`src/rtl/frame_scan_ctrl_pkg.sv`:
```
// Shared types for the raster scan controller: FSM state encoding and the
// pixel+tag word carried through the output skid buffer.
package frame_scan_ctrl_pkg;

    typedef enum logic [2:0] {
        S_IDLE,
        S_ACTIVE,
        S_HBLANK,
        S_VBLANK,
        S_DRAIN
    } scan_state_e;

    typedef struct packed {
        logic [7:0] r;
        logic [7:0] g;
        logic [7:0] b;
        logic       sof;
        logic       eol;
        logic       eof;
    } pix_t;

endpackage

```
`src/rtl/pix_skid2.sv`:
```
// Two-entry pixel FIFO; head visible the cycle after push, push/pop may coincide.
// No backpressure of its own: the caller's credit scheme must never push when full.
module pix_skid2
    import frame_scan_ctrl_pkg::*;
(
    input  logic       clk_i,
    input  logic       rst_i,
    input  logic       push_i,
    input  logic       pop_i,
    input  pix_t       din_i,
    output pix_t       head_o,
    output logic [1:0] count_o,
    output logic       full_o,
    output logic       empty_o
);
    pix_t       mem_q [2];
    logic       wr_q;
    logic       rd_q;
    logic [1:0] cnt_q;

    always_ff @(posedge clk_i) begin
        if (rst_i) begin
            mem_q[0] <= '0;
            mem_q[1] <= '0;
            wr_q     <= 1'b0;
            rd_q     <= 1'b0;
            cnt_q    <= 2'd0;
        end else begin
            if (push_i) begin
                mem_q[wr_q] <= din_i;
                wr_q        <= ~wr_q;
            end
            if (pop_i) begin
                rd_q <= ~rd_q;
            end
            cnt_q <= cnt_q + {1'b0, push_i} - {1'b0, pop_i};
        end
    end

    assign head_o  = mem_q[rd_q];
    assign count_o = cnt_q;
    assign full_o  = (cnt_q == 2'd2);
    assign empty_o = (cnt_q == 2'd0);

    assert property (@(posedge clk_i) disable iff (rst_i) !(push_i && full_o));
    assert property (@(posedge clk_i) disable iff (rst_i) !(pop_i && empty_o));

endmodule

```
`src/rtl/frame_scan_ctrl.sv`:
```
// Raster sequencer: issues (x,y) reads, paces lines/frames, streams RGB out.
// src_rd -> out_valid is 2 cycles; out_ready stalls reads via a 2-credit skid.
module frame_scan_ctrl
    import frame_scan_ctrl_pkg::*;
#(
    parameter int WIDTH  = 768,
    parameter int HEIGHT = 512,
    parameter int HBLANK = 16,
    parameter int VBLANK = 64,
    parameter int CNT_W  = 11
) (
    input  logic             CAMERA_CLK,
    input  logic             rst,
    input  logic             start,
    input  logic             continuous,
    input  logic             stop,
    output logic             src_rd,
    output logic [CNT_W-1:0] src_x,
    output logic [CNT_W-1:0] src_y,
    input  logic [7:0]       src_R,
    input  logic [7:0]       src_G,
    input  logic [7:0]       src_B,
    output logic [7:0]       out_R,
    output logic [7:0]       out_G,
    output logic [7:0]       out_B,
    output logic             out_valid,
    input  logic             out_ready,
    output logic             out_sof,
    output logic             out_eol,
    output logic             out_eof,
    output logic             busy,
    output logic [15:0]      frame_cnt
);
    localparam logic [CNT_W-1:0] X_LAST  = CNT_W'(WIDTH - 1);
    localparam logic [CNT_W-1:0] Y_LAST  = CNT_W'(HEIGHT - 1);
    localparam logic [CNT_W-1:0] HB_LAST = CNT_W'(HBLANK - 1);
    localparam logic [CNT_W-1:0] VB_LAST = CNT_W'(VBLANK - 1);

    scan_state_e      state_q;
    logic [CNT_W-1:0] x_q;
    logic [CNT_W-1:0] y_q;
    logic [CNT_W-1:0] blank_q;
    logic             mode_q;
    logic             stop_pend_q;
    logic             inflight_q;
    logic             sof_q;
    logic             eol_q;
    logic             eof_q;
    logic [15:0]      frame_cnt_q;

    pix_t       push_dat;
    pix_t       head;
    pix_t       shown;
    logic [1:0] occ;
    logic       full;
    logic       empty;
    logic       pop;
    logic [1:0] credit;
    logic       x_last;
    logic       y_last;
    logic       next_frame;

    assign x_last     = (x_q == X_LAST);
    assign y_last     = (y_q == Y_LAST);
    // A stop arriving on the very cycle of the frame decision still counts.
    assign next_frame = mode_q && !stop_pend_q && !stop;

    // The slot freed by this cycle's pop is counted, so a steady out_ready
    // sustains one read per cycle while the skid never exceeds two entries.
    assign pop    = !empty && out_ready;
    assign credit = occ - {1'b0, pop} + {1'b0, inflight_q};
    assign src_rd = (state_q == S_ACTIVE) && !full && (credit < 2'd2);

    assign push_dat = '{r: src_R, g: src_G, b: src_B, sof: sof_q, eol: eol_q, eof: eof_q};

    pix_skid2 u_skid (
        .clk_i   (CAMERA_CLK),
        .rst_i   (rst),
        .push_i  (inflight_q),
        .pop_i   (pop),
        .din_i   (push_dat),
        .head_o  (head),
        .count_o (occ),
        .full_o  (full),
        .empty_o (empty)
    );

    always_ff @(posedge CAMERA_CLK) begin
        if (rst) begin
            state_q     <= S_IDLE;
            x_q         <= '0;
            y_q         <= '0;
            blank_q     <= '0;
            mode_q      <= 1'b0;
            stop_pend_q <= 1'b0;
            inflight_q  <= 1'b0;
            sof_q       <= 1'b0;
            eol_q       <= 1'b0;
            eof_q       <= 1'b0;
            frame_cnt_q <= 16'd0;
        end else begin
            inflight_q <= src_rd;
            if (src_rd) begin
                sof_q <= (x_q == '0) && (y_q == '0);
                eol_q <= x_last;
                eof_q <= x_last && y_last;
            end
            if (pop && head.eof) begin
                frame_cnt_q <= frame_cnt_q + 16'd1;
            end
            if (stop && state_q != S_IDLE) begin
                stop_pend_q <= 1'b1;
            end

            case (state_q)
                S_IDLE: begin
                    if (start) begin
                        mode_q  <= continuous;
                        x_q     <= '0;
                        y_q     <= '0;
                        state_q <= S_ACTIVE;
                    end
                end
                S_ACTIVE: begin
                    if (src_rd) begin
                        if (!x_last) begin
                            x_q <= x_q + CNT_W'(1);
                        end else begin
                            x_q <= '0;
                            if (!y_last) begin
                                y_q <= y_q + CNT_W'(1);
                                if (HBLANK != 0) begin
                                    blank_q <= '0;
                                    state_q <= S_HBLANK;
                                end
                            end else begin
                                y_q <= '0;
                                if (VBLANK != 0) begin
                                    blank_q <= '0;
                                    state_q <= S_VBLANK;
                                end else if (!next_frame) begin
                                    state_q <= S_DRAIN;
                                end
                            end
                        end
                    end
                end
                S_HBLANK: begin
                    if (blank_q == HB_LAST) begin
                        state_q <= S_ACTIVE;
                    end else begin
                        blank_q <= blank_q + CNT_W'(1);
                    end
                end
                S_VBLANK: begin
                    if (blank_q == VB_LAST) begin
                        state_q <= next_frame ? S_ACTIVE : S_DRAIN;
                    end else begin
                        blank_q <= blank_q + CNT_W'(1);
                    end
                end
                S_DRAIN: begin
                    if (empty && !inflight_q) begin
                        stop_pend_q <= 1'b0;
                        state_q     <= S_IDLE;
                    end
                end
                default: state_q <= S_IDLE;
            endcase
        end
    end

    assign shown     = empty ? '0 : head;
    assign out_valid = !empty;
    assign out_R     = shown.r;
    assign out_G     = shown.g;
    assign out_B     = shown.b;
    assign out_sof   = shown.sof;
    assign out_eol   = shown.eol;
    assign out_eof   = shown.eof;
    assign src_x     = x_q;
    assign src_y     = y_q;
    assign busy      = (state_q != S_IDLE);
    assign frame_cnt = frame_cnt_q;

endmodule
```
`config.mk`:
```
export PLATFORM = sky130hd
export DESIGN_NAME = frame_scan_ctrl
export DESIGN_NICKNAME = d
export VERILOG_FILES = /design/src/rtl/frame_scan_ctrl_pkg.sv /design/src/rtl/pix_skid2.sv /design/src/rtl/frame_scan_ctrl.sv
export SDC_FILE = /design/constraint.sdc
export NUM_CORES = 1
export LEC_CHECK = 0
export ABC_AREA = 1
export BUFFER_PORTS_ARGS = -buffer_cell sky130_fd_sc_hd__buf_4
export CORE_MARGIN = 5
export CORE_UTILIZATION = 50
export DETAILED_ROUTE_END_ITERATION = 16
export GPL_TIMING_DRIVEN = 0
export PLACE_DENSITY = 0.86
export SLEW_MARGIN = 20
export SYNTH_ARGS = -nofsm -noshare
export SYNTH_HDL_FRONTEND = slang
export SYNTH_SLANG_ARGS = --single-unit
```
`constraint.sdc`:
```
create_clock -name CAMERA_CLK -period 1.8 [get_ports CAMERA_CLK]
set_input_delay 0 -clock CAMERA_CLK [delete_from_list [all_inputs] [get_ports CAMERA_CLK]]
set_output_delay 0 -clock CAMERA_CLK [all_outputs]
set_load 0.02 [all_outputs]
```
* Word-level counts from Yosys, hierarchy flattened
Memory sizes are Yosys's and may differ from the RTL's. A register that Yosys moved wholly into a read port is not among the register bits. Index checks and enable logic that the tools add are counted. Widths: inputs -> output; s select.
Cells by class: reduce and logical (&&, ||, !) cells 28, equal/unequal tests 17, add/subtract/negate cells 8, order comparisons 1, bitwise gates (word level) 2, mux-type cells 36
Operators with widths (count):
- $mux 11 | 10
- $mux 27 | 2
- $pmux 11 s2 | 2
- $add 11x1->11 const B | 3
- $pmux 11 s3 | 1
- $reduce_or 27->1 | 1
- $logic_not 11->1 | 2
- $mux 3 | 7
- $add 16x1->16 const B | 1
- $ne 2x2->1 const B | 8
- $pmux 3 s5 | 1
- $mux 1 | 13
- $eq 11x10->1 const B | 1
- $eq 11x4->1 const B | 1
- $eq 11x6->1 const B | 1
- $eq 11x9->1 const B | 1
- $logic_and 1x1->1 | 10
- $eq 3x2->1 const B | 2
- $reduce_and 6->1 | 1
- $reduce_bool 3->1 | 2
- $logic_not 1->1 | 5
- $reduce_and 5->1 | 1
- $add 2x1->2 | 2
- $reduce_and 4->1 | 1
- other kinds (11) | 13
Word-level totals: input port bits 30, memories 1, RAM bits 54, flip-flop bits (word level) 62, word-level logic and storage cells 107
Memories:
- u_skid.mem_q | depth 2, width 27, rd ports 1, clocked after memory_dff 1, write ports 2, line pix_skid2.sv:16 | pix_t mem_q [2];

* Longest topological paths before layout
Gate-level depths: netlist of the first run.
word-level depth 9, mapped depth 14

* Cells and area by module
From an unflattened synthesis of the first run, not the netlist that was laid out.
Unflattened totals: cell total of the unflattened synthesis 796, area, all modules 6212.2 µm²
Modules (own cells, without submodules):
- frame_scan_ctrl | area an instance 3668.5 µm², sequential area each 1161.1 µm², cells each 593, instances 1
- pix_skid2 | area an instance 2543.7 µm², sequential area each 1721.7 µm², cells each 203, instances 1

* Worst setup path after synthesis of the first run
Ideal clock, no wire load.
kind reg-to-reg, start reg inflight_q, end mem u_skid.mem_q[0][0] in the netlist's numbering, enable pin, data arrival time 1.476 ns, cell stages (with the launch flop) 7, path buffers 2, period minus slack after synthesis 1.921 ns, slack -0.121 ns, library setup time 0.445 ns, cells stage by stage dfxtp_1 inv_1 nor2_1 nand2_1 buf_2 buf_1 nand2_1
RTL lines:
- start, declared | line frame_scan_ctrl.sv:45 | logic inflight_q;
- start signal, assigned | line frame_scan_ctrl.sv:102 | inflight_q <= src_rd;
- end, declared | line pix_skid2.sv:16

* Final worst setup path of the first run
start reg u_skid.cnt_q[0] (netlist: u_skid.count_o[0]), end out src_rd
Between the ends: cells in the longest elaborated chain, start to end 7, elaborated cells between the ends (all ways) 10, classes of those cells add/sub: 2; order compare: 1; eq/ne: 1; reduce/logical: 6
Ends and longest elaborated chain:
- start, declared | line pix_skid2.sv:19 | logic [1:0] cnt_q;
- start signal, assigned | line pix_skid2.sv:36 | cnt_q <= cnt_q + {1'b0, push_i} - {1'b0, pop_i};
- $logic_not 2->1 | line pix_skid2.sv:43 | assign empty_o = (cnt_q == 2'd0);
- $logic_not 1->1 | line frame_scan_ctrl.sv:70 | assign pop = !empty && out_ready;
- $logic_and 1x1->1 | line frame_scan_ctrl.sv:70
- named net pop | line frame_scan_ctrl.sv:57 | logic pop;
- $sub 2x1->2 | line frame_scan_ctrl.sv:71 | assign credit = occ - {1'b0, pop} + {1'b0, inflight_q};
- $add 2x1->2 | line frame_scan_ctrl.sv:71
- $lt 2x2->1 | line frame_scan_ctrl.sv:72 | assign src_rd = (state_q == S_ACTIVE) && !full && (credit < 2'd2);
- $logic_and 1x1->1 | line frame_scan_ctrl.sv:72
- end, declared | line frame_scan_ctrl.sv:17 | output logic src_rd,
The timed path passes the listed nets, and every way through them passes these cells.

==> results of run 1 <==
registers in the layout, summed over array words and instances (netlist names), named ones only:
| name | count |
|---|---|
| u_skid.mem_q | 54 |
| frame_cnt | 16 |
| blank_q | 11 |
| src_x | 11 |
| src_y | 11 |
| state_q | 3 |
| u_skid.count_o | 2 |
| eof_q | 1 |
| eol_q | 1 |
| inflight_q | 1 |
| mode_q | 1 |
| sof_q | 1 |
| stop_pend_q | 1 |
| u_skid.rd_q | 1 |
| u_skid.wr_q | 1 |
power by group through the flow:
stage | combinational, mW | clock [mW] | sequential [mW]
2_1_floorplan | 2.55 | 0 | 3.62
3_3_place_gp | 3.84 | 0 | 3.51
3_5_place_dp | 3.92 | 0 | 3.52
4_1_cts | 4.32 | 3.21 | 3.48
5_1_grt | 5.05 | 3.34 | 3.55
6_report | 4.67 | 3.21 | 3.50
worst reg2reg max path: stages (launching register included):
cell,delay (ns)
dfxtp_2,0.36
nor2_4,0.06
nor2_4,0.12
ha_4,0.22
inv_2,0.07
ha_4,0.15
inv_2,0.06
nand2_4,0.07
nand3_4,0.12
nand2_8,0.12
nand2_4,0.08
nor2_4,0.18
nand2_1,0.09
a21oi_1,0.14
how the worst max path moves through the flow:
stage	to	start	slack (ns)
after floorplan	src_y[2]$_SDFFE_PP0P_	u_skid.count_o[1]$_SDFF_PP0_	-0.02
after global placement	u_skid.mem_q[1][11]$_SDFFCE_PN0P_	rst	-0.37
after detailed placement	u_skid.mem_q[1][10]$_SDFFCE_PN0P_	rst	-0.42
after CTS	src_rd	u_skid.count_o[0]$_SDFF_PP0_	-0.04
after global routing	src_x[6]$_SDFFE_PP0P_	u_skid.count_o[0]$_SDFF_PP0_	-0.23
final	src_rd	u_skid.count_o[0]$_SDFF_PP0_	-0.16
cell type report:
| type | count | area [um2] |
|---|---|---|
| Sequential cell | 117 | 2890 |
| Inverter | 113 | 427 |
| Clock buffer | 20 | 457 |
| Fill cell | 844 | 3850 |
| Tap cell | 147 | 184 |
| Clock inverter | 12 | 105 |
| Buffer | 25 | 165 |
| Timing Repair Buffer | 132 | 1070 |
| Multi-Input combinational cell | 541 | 2720 |
per-layer routing:
metal / vias to the layer above / GRT usage / routed length (um)
li1: 2850 / - / -
met1: 2755 / 0.287 / 6630
met2: 303 / 0.408 / 8530
met3: 62 / 0.0608 / 1360
met4: 0 / 0.100 / 646
met5: - / 0 / 0
what timing repair did:
action	4_1_cts	5_1_grt
endpoints found under the setup margin	113	120
resized for setup	27	33
setup buffers	7	1
gates cloned	1	1
hold endpoints to repair	49	0
pin swaps	9	3
hold buffers	27	0
cell usage in the layout, fill, tap and decap left out, drive strengths merged, types with 22 or more instances in the layout:
| master | instances |
|---|---|
| nor2 | 146 |
| dlygate4sd3 | 27 |
| nand3 | 47 |
| inv | 115 |
| o21ai | 22 |
| buf | 116 |
| nand2 | 197 |
| a21oi | 71 |
| dfxtp | 63 |
| edfxtp | 54 |
| clkbuf | 34 |
kinds of logic (layout without fill, tap and decap cells):
group           after synthesis  count (layout)  synth area share
fa+ha+maj                     8               8            0.0168
compound gates               99              99            0.0859
buf+inv                     139             302            0.0937
flops                       117             117             0.483
simple gates                425             426             0.309
xor+xnor                      8               8            0.0117
through the flow:
step	total power [mW]	cell area (um2)
detailed placement	7.44	6920
CTS	11.0	7910
floorplan	6.17	6010
finish	11.4	8010
global placement	7.36	6920
global route	11.9	8010
==> results.txt, run 1 <==
CTS sink count -> 117
Pins Over Slew Limit -> 0
MaxCap Viol Count -> 0
Headroom to the max-slew limit -> 0.523
Area delta synth->final -> 34.1%
Largest net degree at the start of global routing -> 28
Layout cells sized above 1 -> 0.224
CP startpoint kind -> flop
Die W -> 119 um
Worst-Skew Late Latency -> 0.43 ns
Post-synth top cells -> nand2_1 (189), nor2_1 (139), inv_1 (105), a21oi_1 (70), dfxtp_1 (63)
GR Overflow Total -> 0
CP max-delay cell -> dfxtp_2
TritonCTS clock tree -> done
Internal power of the cells -> 6.88 mW
Peak VDD IR -> 1.17 mV
Clock slew at reported path FFs -> 0.05 ns
Outcome -> finished with violations
Number of synthesized register bits -> 117
Area leader, netlist -> edfxtp_1
Worst Tran Pin Value -> 0.716 ns
Final HPWL DP -> 10.6 mm
Cell Rows -> 40
Worst R2R End -> src_y[3]$_SDFFE_PP0P_
Sequential share of power -> 0.307
Register area share after synthesis -> 0.483
R2R cell count -> 13
Initial antenna violation count -> 0
Critical path depth in cells -> 10
Min Clock Period, post-route -> 1.96 ns
Post-DR vias/cell -> 5.39
CP Capture Type -> output port
Vias -> 5970
Top post-synthesis cells by area -> edfxtp_1 (27%), dfxtp_1 (21%), nand2_1 (12%), nor2_1 (8.7%), inv_1 (6.6%)
Sw frac -> 0.396
Setup TNS -> -3.74 ns
Initial DRC Count -> 565
Failing checks -> negative setup slack
Hold endpoint -> inflight_q$_SDFF_PP0_
Drt total wl -> 17.2 mm
Gpl congestion -> 0.925
Syn nets -> 834
Die area -> 14200 um2
WHS -> 0.0229 ns
Min setup slack post-route -> -0.160 ns
Layout Nets -> 985
Most instantiated library cell after synthesis -> nand2_1
Pre-CTS setup slack -> -0.425 ns
Initial core utilization -> 0.503
Worst EP required -> 1.80 ns
WHS Path Cells -> 2
Cell count after placement -> 1039
Min-delay src -> rst
FMAX -> 510 MHz
Worst flop-to-flop path startpoint -> u_skid.count_o[0]$_SDFF_PP0_
RSZ-0062 raised after global routing -> yes
Drt pass-1 iters -> 6
Worst Path Arrival -> 1.96 ns
Post-synth top area share -> 0.272
I/O pin total -> 98
Die height -> 119 um
Asr flop ratio synth -> 0
CP delay by family, top -> adder cells
Slowest stage delay, CP -> 0.34 ns
H-Tree Depth -> 4
Finished Core Util -> 0.675
Period utilisation layout -> 1.09
R2R setup slack -> -0.13 ns
Routed len/inst -> 15.5 um
Pwr Density -> 1420 nW/um2
Comb pwr share -> 0.410
Class of the most critical setup path -> reg -> out
NetSw -> 4.51 mW
Crit-path cells -> nor2_4 -> nor2_4 -> ha_4 -> inv_2 -> ha_4 -> inv_2 -> nand2_4 -> nand3_4 -> inv_2 -> buf_4
Synth Flop Type -> dfxtp_1
# diodes -> 0
Distinct cell type count after synthesis -> 36
Global-route wire length before repair -> 27.4 mm
Final Hold Violating Endpoints -> 0
Mapped Area -> 5970 um2
HP Class -> in -> reg
Clk_skew -> 0.00715 ns
Synth Instances -> 796
CP bufs+invs -> 4
Power share of the clock group -> 0.282
Post-Syn Area per Cell -> 7.50 um2
Worst-path fanout max -> 4
Clock buffer depth -> 2
Leak pwr -> 3.44 nW
CP dominant cell by count -> inv_2
Clock root buffer -> clkbuf_16
Final Setup Violations -> 37
Core Footprint -> 11900 um2
Warnings, synthesis -> 0
PortBufs -> 96
Antenna-violating nets left -> 0
CTS buffer count -> 17
GR Util All Layers -> 0.239
Number of global-route vias before repair -> 5726
DR DRC count -> 0
Post-synth EDFFs -> 54
Final std cells w/o fill -> 1107
Note: power is estimated with default switching activity, not from simulation.
==> run 2, diff against run 1 <==
--- a/config.mk
+++ b/config.mk
@@ -11,6 +11,7 @@
 export CORE_UTILIZATION = 50
 export DETAILED_ROUTE_END_ITERATION = 16
 export GPL_TIMING_DRIVEN = 0
+export MAX_ROUTING_LAYER = met4
 export PLACE_DENSITY = 0.86
 export SLEW_MARGIN = 20
 export SYNTH_ARGS = -nofsm -noshare
==> constraint.sdc (replaced) <==
create_clock -name CAMERA_CLK -period 1.8 [get_ports CAMERA_CLK]
set_input_delay 0 -clock CAMERA_CLK [delete_from_list [all_inputs] [get_ports CAMERA_CLK]]
set_output_delay 0 -clock CAMERA_CLK [all_outputs]
set_load 0.1 [all_outputs]
==> results.txt, run 2 (synthesized netlist as in run 1, its figures left out) <==
CP startpoint kind -> flop (unchanged)
RSZ-0062 raised after global routing -> yes (unchanged)
# diodes -> 0 (unchanged)
Final Cell Area -> 8580 um2 (was 8010 um2)
CP Capture Type -> flop (was output port)
Die area -> 14200 um2 (unchanged)
Peak VDD IR -> 1.46 mV (was 1.17 mV)
GR Overflow Total -> 0 (unchanged)
HP Class -> in -> reg (unchanged)
Largest register FFs -> 54 (unchanged)
Min-delay src -> rst (unchanged)
CTS sink count -> 117 (unchanged)
CTS buffer count -> 17 (unchanged)
GR Util All Layers -> 0.250 (was 0.239)
Clk_skew -> 0.0106 ns (was 0.00715 ns)
Initial core utilization -> 0.503 (unchanged)
Final HPWL DP -> 10.0 mm (was 10.6 mm)
I/O pin total -> 98 (unchanged)
Die W -> 119 um (unchanged)
Final Hold Violating Endpoints -> 0 (unchanged)
FMAX -> 472 MHz (was 510 MHz)
Min Clock Period, post-route -> 2.12 ns (was 1.96 ns)
Leak pwr -> 3.59 nW (was 3.44 nW)
Final std cells w/o fill -> 1115 (was 1107)
Worst Path Arrival -> 2.44 ns (was 1.96 ns)
Clock slew at reported path FFs -> 0.06 ns (was 0.05 ns)
Most common cell after layout, fill and taps aside -> nand2_1 (unchanged)
Clock buffer depth -> 2 (unchanged)
Worst Tran Pin Value -> 0.670 ns (was 0.716 ns)
Cell Rows -> 40 (unchanged)
PortBufs -> 96 (unchanged)
Post-DR vias/cell -> 5.50 (was 5.39)
Largest net degree at the start of global routing -> 28 (unchanged)
MaxCap Viol Count -> 0 (unchanged)
Initial antenna violation count -> 0 (unchanged)
Failing checks -> negative setup slack (unchanged)
Pwr Density -> 1730 nW/um2 (was 1420 nW/um2)
Most frequent cells in the layout -> nand2_1 (172), nor2_1 (135), inv_1 (102) (was nand2_1 (183), nor2_1 (135), buf_4 (106))
DR DRC count -> 0 (unchanged)
Finished Core Util -> 0.723 (was 0.675)
Layout Nets -> 993 (was 985)
Worst-path fanout max -> 6 (was 4)
Core Footprint -> 11900 um2 (unchanged)
Worst EP required -> 2.12 ns (was 1.80 ns)
Pins Over Slew Limit -> 0 (unchanged)
Vias -> 6134 (was 5970)
Gpl congestion -> 0.943 (was 0.925)
Setup crit start -> u_skid.count_o[1]$_SDFF_PP0_ (was u_skid.count_o[0]$_SDFF_PP0_)
Area delta synth->final -> 43.7% (was 34.1%)
Antenna-violating nets left -> 0 (unchanged)
Placed cell areas -> 7170 um2 (was 6920 um2)
Global-route wire length before repair -> 27.7 mm (was 27.4 mm)
Drt total wl -> 18.6 mm (was 17.2 mm)
Layout cells sized above 1 -> 0.299 (was 0.224)
Drt pass-1 iters -> 8 (was 6)
Headroom to the max-slew limit -> 0.554 (was 0.523)
Number of global-route vias before repair -> 5845 (was 5726)
WHS -> 0.0582 ns (was 0.0229 ns)
Outcome -> finished with violations (unchanged)
Class of the most critical setup path -> reg -> reg (was reg -> out)
H-Tree Depth -> 4 (unchanged)
Clock root buffer -> clkbuf_16 (unchanged)
Power Total -> 14.8 mW (was 11.4 mW)
Die height -> 119 um (unchanged)
TritonCTS clock tree -> done (unchanged)
Initial DRC Count -> 681 (was 565)
Period utilisation layout -> 1.18 (was 1.09)
Routed len/inst -> 16.7 um (was 15.5 um)
Cell count after placement -> 1039 (unchanged)
Min setup slack post-route -> -0.317 ns (was -0.160 ns)
Biggest register -> u_skid.mem_q (unchanged)
Final Setup Violations -> 39 (was 37)
Worst-Skew Late Latency -> 0.43 ns (about the same)
Worst flop-to-flop path startpoint -> u_skid.count_o[1]$_SDFF_PP0_ (was u_skid.count_o[0]$_SDFF_PP0_)
## run 2: per-stage QoR
step | TNS [ns] | setup WS (ns)
2_1_floorplan | -2.67 | -0.282
3_3_place_gp | -25.10 | -0.361
3_5_place_dp | -30.46 | -0.426
4_1_cts | -5.14 | -0.185
5_1_grt | -11.60 | -0.411
6_report | -9.05 | -0.317
## run 2: worst paths after layout
kind                                                  to  slack [ns]  depth (start not counted)
worst max-delay path               src_x[5]$_SDFFE_PP0P_       -0.32                         13
worst min register to register  blank_q[10]$_SDFFE_PP0P_        0.48                          2
worst max register to register     src_x[5]$_SDFFE_PP0P_       -0.32                         13
worst min-delay path               inflight_q$_SDFF_PP0_        0.06                          2
## run 2: worst max-delay path, stage by stage, from the launching register on
cell     delay [ns]
dfxtp_4        0.36
nor2_4         0.13
nor2_4         0.07
ha_4           0.28
inv_2          0.04
ha_4           0.16
nand3_4        0.07
nand3_4        0.14
buf_12         0.17
nand2_8        0.08
nand3_4        0.13
buf_8          0.17
o21ai_2        0.13
nor2_1         0.06
## run 2: layer usage
layer,share of wire,wire (um),up-vias,GRT usage
met4,0.044,819,0,0.130
li1,-,-,2873,-
met1,0.38,7100,2830,0.289
met2,0.50,9300,353,0.409
met3,0.077,1430,78,0.0541
met5,0,0,-,-
## run 2: area by class of cell
| type | instances | area (um2) |
|---|---|---|
| inverter | 113 | 430 |
| buffer | 25 | 200 |
| fill | 733 | 3280 |
| tap | 147 | 184 |
| timing repair buffer | 140 | 1250 |
| clock buffer | 17 | 425 |
| sequential | 117 | 2940 |
| multi-input combinational | 541 | 2970 |
| clock inverter | 15 | 183 |
## run 2: repair_timing
action	in CTS	in global routing
pin swaps	8	14
buffers inserted	7	8
hold buffers	28	0
gates resized for setup	49	47
endpoints found under the setup margin	113	117
cloned	2	1
hold endpoints to repair	52	0
## run 2: power breakdown
group | switching, mW | internal [mW] | total (mW)
Clock | 1.44 | 2.11 | 3.55
Sequential | 0.342 | 3.21 | 3.55
Combinational | 5.52 | 2.22 | 7.74
==> run 3, diff against run 2 <==
--- a/config.mk
+++ b/config.mk
@@ -7,6 +7,7 @@
 export LEC_CHECK = 0
 export ABC_AREA = 1
 export BUFFER_PORTS_ARGS = -buffer_cell sky130_fd_sc_hd__buf_4
+export CAP_MARGIN = 20
 export CORE_MARGIN = 5
 export CORE_UTILIZATION = 50
 export DETAILED_ROUTE_END_ITERATION = 16
@@ -17,3 +18,4 @@
 export SYNTH_ARGS = -nofsm -noshare
 export SYNTH_HDL_FRONTEND = slang
 export SYNTH_SLANG_ARGS = --single-unit
+export TNS_END_PERCENT = 10
==> results.txt, run 3 (synthesized netlist as in run 1, its figures left out) <==
CP max-delay cell -> dfxtp_4 (unchanged)
Sw frac -> 0.487 (was 0.492)
MaxCap Viol Count -> 0 (unchanged)
Worst-Skew Late Latency -> 0.42 ns (was 0.43 ns)
Clk_skew -> 0.0105 ns (was 0.0106 ns)
Final std cells w/o fill -> 1106 (was 1115)
CTS buffer count -> 17 (unchanged)
Die area -> 14200 um2 (unchanged)
R2R setup slack -> -0.12 ns (was -0.32 ns)
Most frequent cells in the layout -> nand2_1 (179), nor2_1 (135), inv_1 (101) (was nand2_1 (172), nor2_1 (135), inv_1 (102))
Biggest register -> u_skid.mem_q (unchanged)
Power share of the clock group -> 0.234 (was 0.239)
Final HPWL DP -> 10.4 mm (was 10.0 mm)
Drt total wl -> 16.7 mm (was 18.6 mm)
Min setup slack post-route -> -0.126 ns (was -0.317 ns)
Number of global-route vias before repair -> 5418 (was 5845)
GR peak layer -> met2 (unchanged)
Worst-path fanout max -> 5 (was 6)
Drt pass-1 iters -> 5 (was 8)
Most common cell after layout, fill and taps aside -> nand2_1 (unchanged)
Internal power of the cells -> 7.26 mW (was 7.53 mW)
GR Overflow Total -> 0 (unchanged)
CP startpoint kind -> flop (unchanged)
Setup crit start -> u_skid.count_o[0]$_SDFF_PP0_ (was u_skid.count_o[1]$_SDFF_PP0_)
GR Util All Layers -> 0.227 (was 0.250)
Die height -> 119 um (unchanged)
Worst R2R End -> src_x[7]$_SDFFE_PP0P_ (was src_x[5]$_SDFFE_PP0P_)
Initial DRC Count -> 491 (was 681)
Peak VDD IR -> 1.76 mV (was 1.46 mV)
Final Cell Area -> 8350 um2 (was 8580 um2)
Initial core utilization -> 0.503 (unchanged)
Class of the most critical setup path -> reg -> out (was reg -> reg)
DR DRC count -> 0 (unchanged)
Cell count after placement -> 1040 (was 1039)
Sequential share of power -> 0.248 (was 0.239)
RSZ-0062 raised after global routing -> yes (unchanged)
Final Setup Violations -> 35 (was 39)
Worst flop-to-flop path startpoint -> u_skid.count_o[0]$_SDFF_PP0_ (was u_skid.count_o[1]$_SDFF_PP0_)
Clock root buffer -> clkbuf_16 (unchanged)
Min-delay src -> out_ready (was rst)
Cell Rows -> 40 (unchanged)
Worst Tran Pin Value -> 0.654 ns (was 0.670 ns)
NetSw -> 6.88 mW (was 7.31 mW)
Largest net degree at the start of global routing -> 28 (unchanged)
Antenna-violating nets left -> 0 (unchanged)
Core Footprint -> 11900 um2 (unchanged)
Period utilisation layout -> 1.07 (was 1.18)
WHS Path Cells -> 5 (was 2)
Layout cells sized above 1 -> 0.248 (was 0.299)
PortBufs -> 96 (unchanged)
Clock slew at reported path FFs -> 0.06 ns (about the same)
I/O pin total -> 98 (unchanged)
Placed cell areas -> 7060 um2 (was 7170 um2)
Failing checks -> negative setup slack (unchanged)
Gpl congestion -> 0.915 (was 0.943)
Headroom to the max-slew limit -> 0.564 (was 0.554)
TritonCTS clock tree -> done (unchanged)
Pins Over Slew Limit -> 0 (unchanged)
CTS sink count -> 117 (unchanged)
Routed len/inst -> 15.1 um (was 16.7 um)
# diodes -> 0 (unchanged)
Layout Nets -> 984 (was 993)
Post-DR vias/cell -> 5.28 (was 5.50)
CP Capture Type -> output port (was flop)
Outcome -> finished with violations (unchanged)
Crit-path cells -> nor2_4 -> nor2_4 -> ha_4 -> inv_1 -> nand2_1 -> nand2_1 -> nand2_2 -> nand3_4 -> inv_4 -> buf_12 (was nor2_4 -> nor2_4 -> ha_4 -> inv_2 -> ha_4 -> nand3_4 -> nand3_4 -> buf_12 -> nand2_8 -> nand3_4 -> buf_8 -> o21ai_2 -> nor2_1)
Met3 Usage GRT -> 0.0427 (was 0.0541)
GR Layer Usage met2 -> 0.382 (was 0.409)
Pwr Density -> 1690 nW/um2 (was 1730 nW/um2)
Largest register FFs -> 54 (unchanged)
HP Class -> in -> reg (unchanged)
Worst Path Arrival -> 1.93 ns (was 2.44 ns)
Slowest stage delay, CP -> 0.37 ns (was 0.36 ns)
Die W -> 119 um (unchanged)
Global-route wire length before repair -> 25.4 mm (was 27.7 mm)
Met1 GRT Util -> 0.271 (was 0.289)
Comb pwr share -> 0.518 (was 0.522)
Vias -> 5836 (was 6134)
Area delta synth->final -> 39.8% (was 43.7%)
Leak pwr -> 3.48 nW (was 3.59 nW)
Worst EP required -> 1.80 ns (was 2.12 ns)
Power Total -> 14.1 mW (was 14.8 mW)
R2R cell count -> 13 (unchanged)
Finished Core Util -> 0.704 (was 0.723)
H-Tree Depth -> 4 (unchanged)
Min Clock Period, post-route -> 1.93 ns (was 2.12 ns)
FMAX -> 519 MHz (was 472 MHz)
Pre-CTS setup slack -> -0.852 ns (was -0.426 ns)
Clock buffer depth -> 2 (unchanged)
Initial antenna violation count -> 0 (unchanged)
Hold endpoint -> frame_cnt[1]$_SDFFE_PP0P_ (was inflight_q$_SDFF_PP0_)
Final Hold Violating Endpoints -> 0 (unchanged)
## run 3: changes by cell type in the layout (fill, tap and decap cells not counted), sizes merged
cell / previous run / this run
inv: 123 / 116
clkinv: 1 / 5
clkinvlp: 2 / 4
clkbuf: 31 / 29
buf: 123 / 118
dlygate4sd3: 28 / 27
## run 3: routing by layer
layer	vias to the layer above	wire length, um
li1	2849	-
met1	2687	6790
met2	257	8410
met3	43	1010
met4	0	440
met5	-	0
## run 3: layout make-up
cell class,count,area (um2)
Clock inverter,14,151
Sequential cell,117,2890
Inverter,113,428
Multi-Input combinational cell,541,2890
Clock buffer,18,429
Timing Repair Buffer,131,1190
Tap cell,147,184
Fill cell,828,3510
Buffer,25,184
## run 3: worst max path at each step
stage	endpoint	slack (ns)	cells after the start
floorplan	eof_q$_SDFFE_PP0P_	-0.48	10
global placement	u_skid.mem_q[0][4]$_SDFFCE_PN0P_	-0.88	6
detailed placement	u_skid.mem_q[1][4]$_SDFFCE_PN0P_	-0.85	5
CTS	src_y[6]$_SDFFE_PP0P_	-0.28	12
global route	blank_q[9]$_SDFFE_PP0P_	-0.24	13
finish	src_rd	-0.13	10
## run 3: timing repair
action / in CTS / in global routing
gates resized for setup: 32 / 77
hold endpoints to repair: 50 / 0
endpoints found under the setup margin: 121 / 106
pin swaps: 5 / 12
hold buffers: 27 / 0
cloned: 1 / 1
setup buffers: 2 / 4
## run 3: power by group through the flow
stage | Combinational (mW) | Sequential [mW] | Clock (mW)
after floorplan | 4.06 | 4.45 | 0
final | 7.32 | 3.50 | 3.31
after global routing | 7.71 | 3.56 | 3.46
after global placement | 6.20 | 3.50 | 0
after detailed placement | 6.27 | 3.51 | 0
after CTS | 6.63 | 3.47 | 3.31
## run 3: critical path: cells and delay by family (launching register included)
kind / cells / cell delay [ns]
flops: 1 / 0.37
simple gates: 6 / 0.68
buf+inv: 3 / 0.31
fa+ha+maj: 1 / 0.14
## run 3: through the flow
step                      hold WS (ns)  TNS [ns]
after floorplan                  0.180    -19.84
after global placement           0.300    -57.12
after detailed placement         0.303    -49.93
after CTS                       0.0185    -10.35
after global routing            0.0390     -7.36
final                           0.0192     -2.86
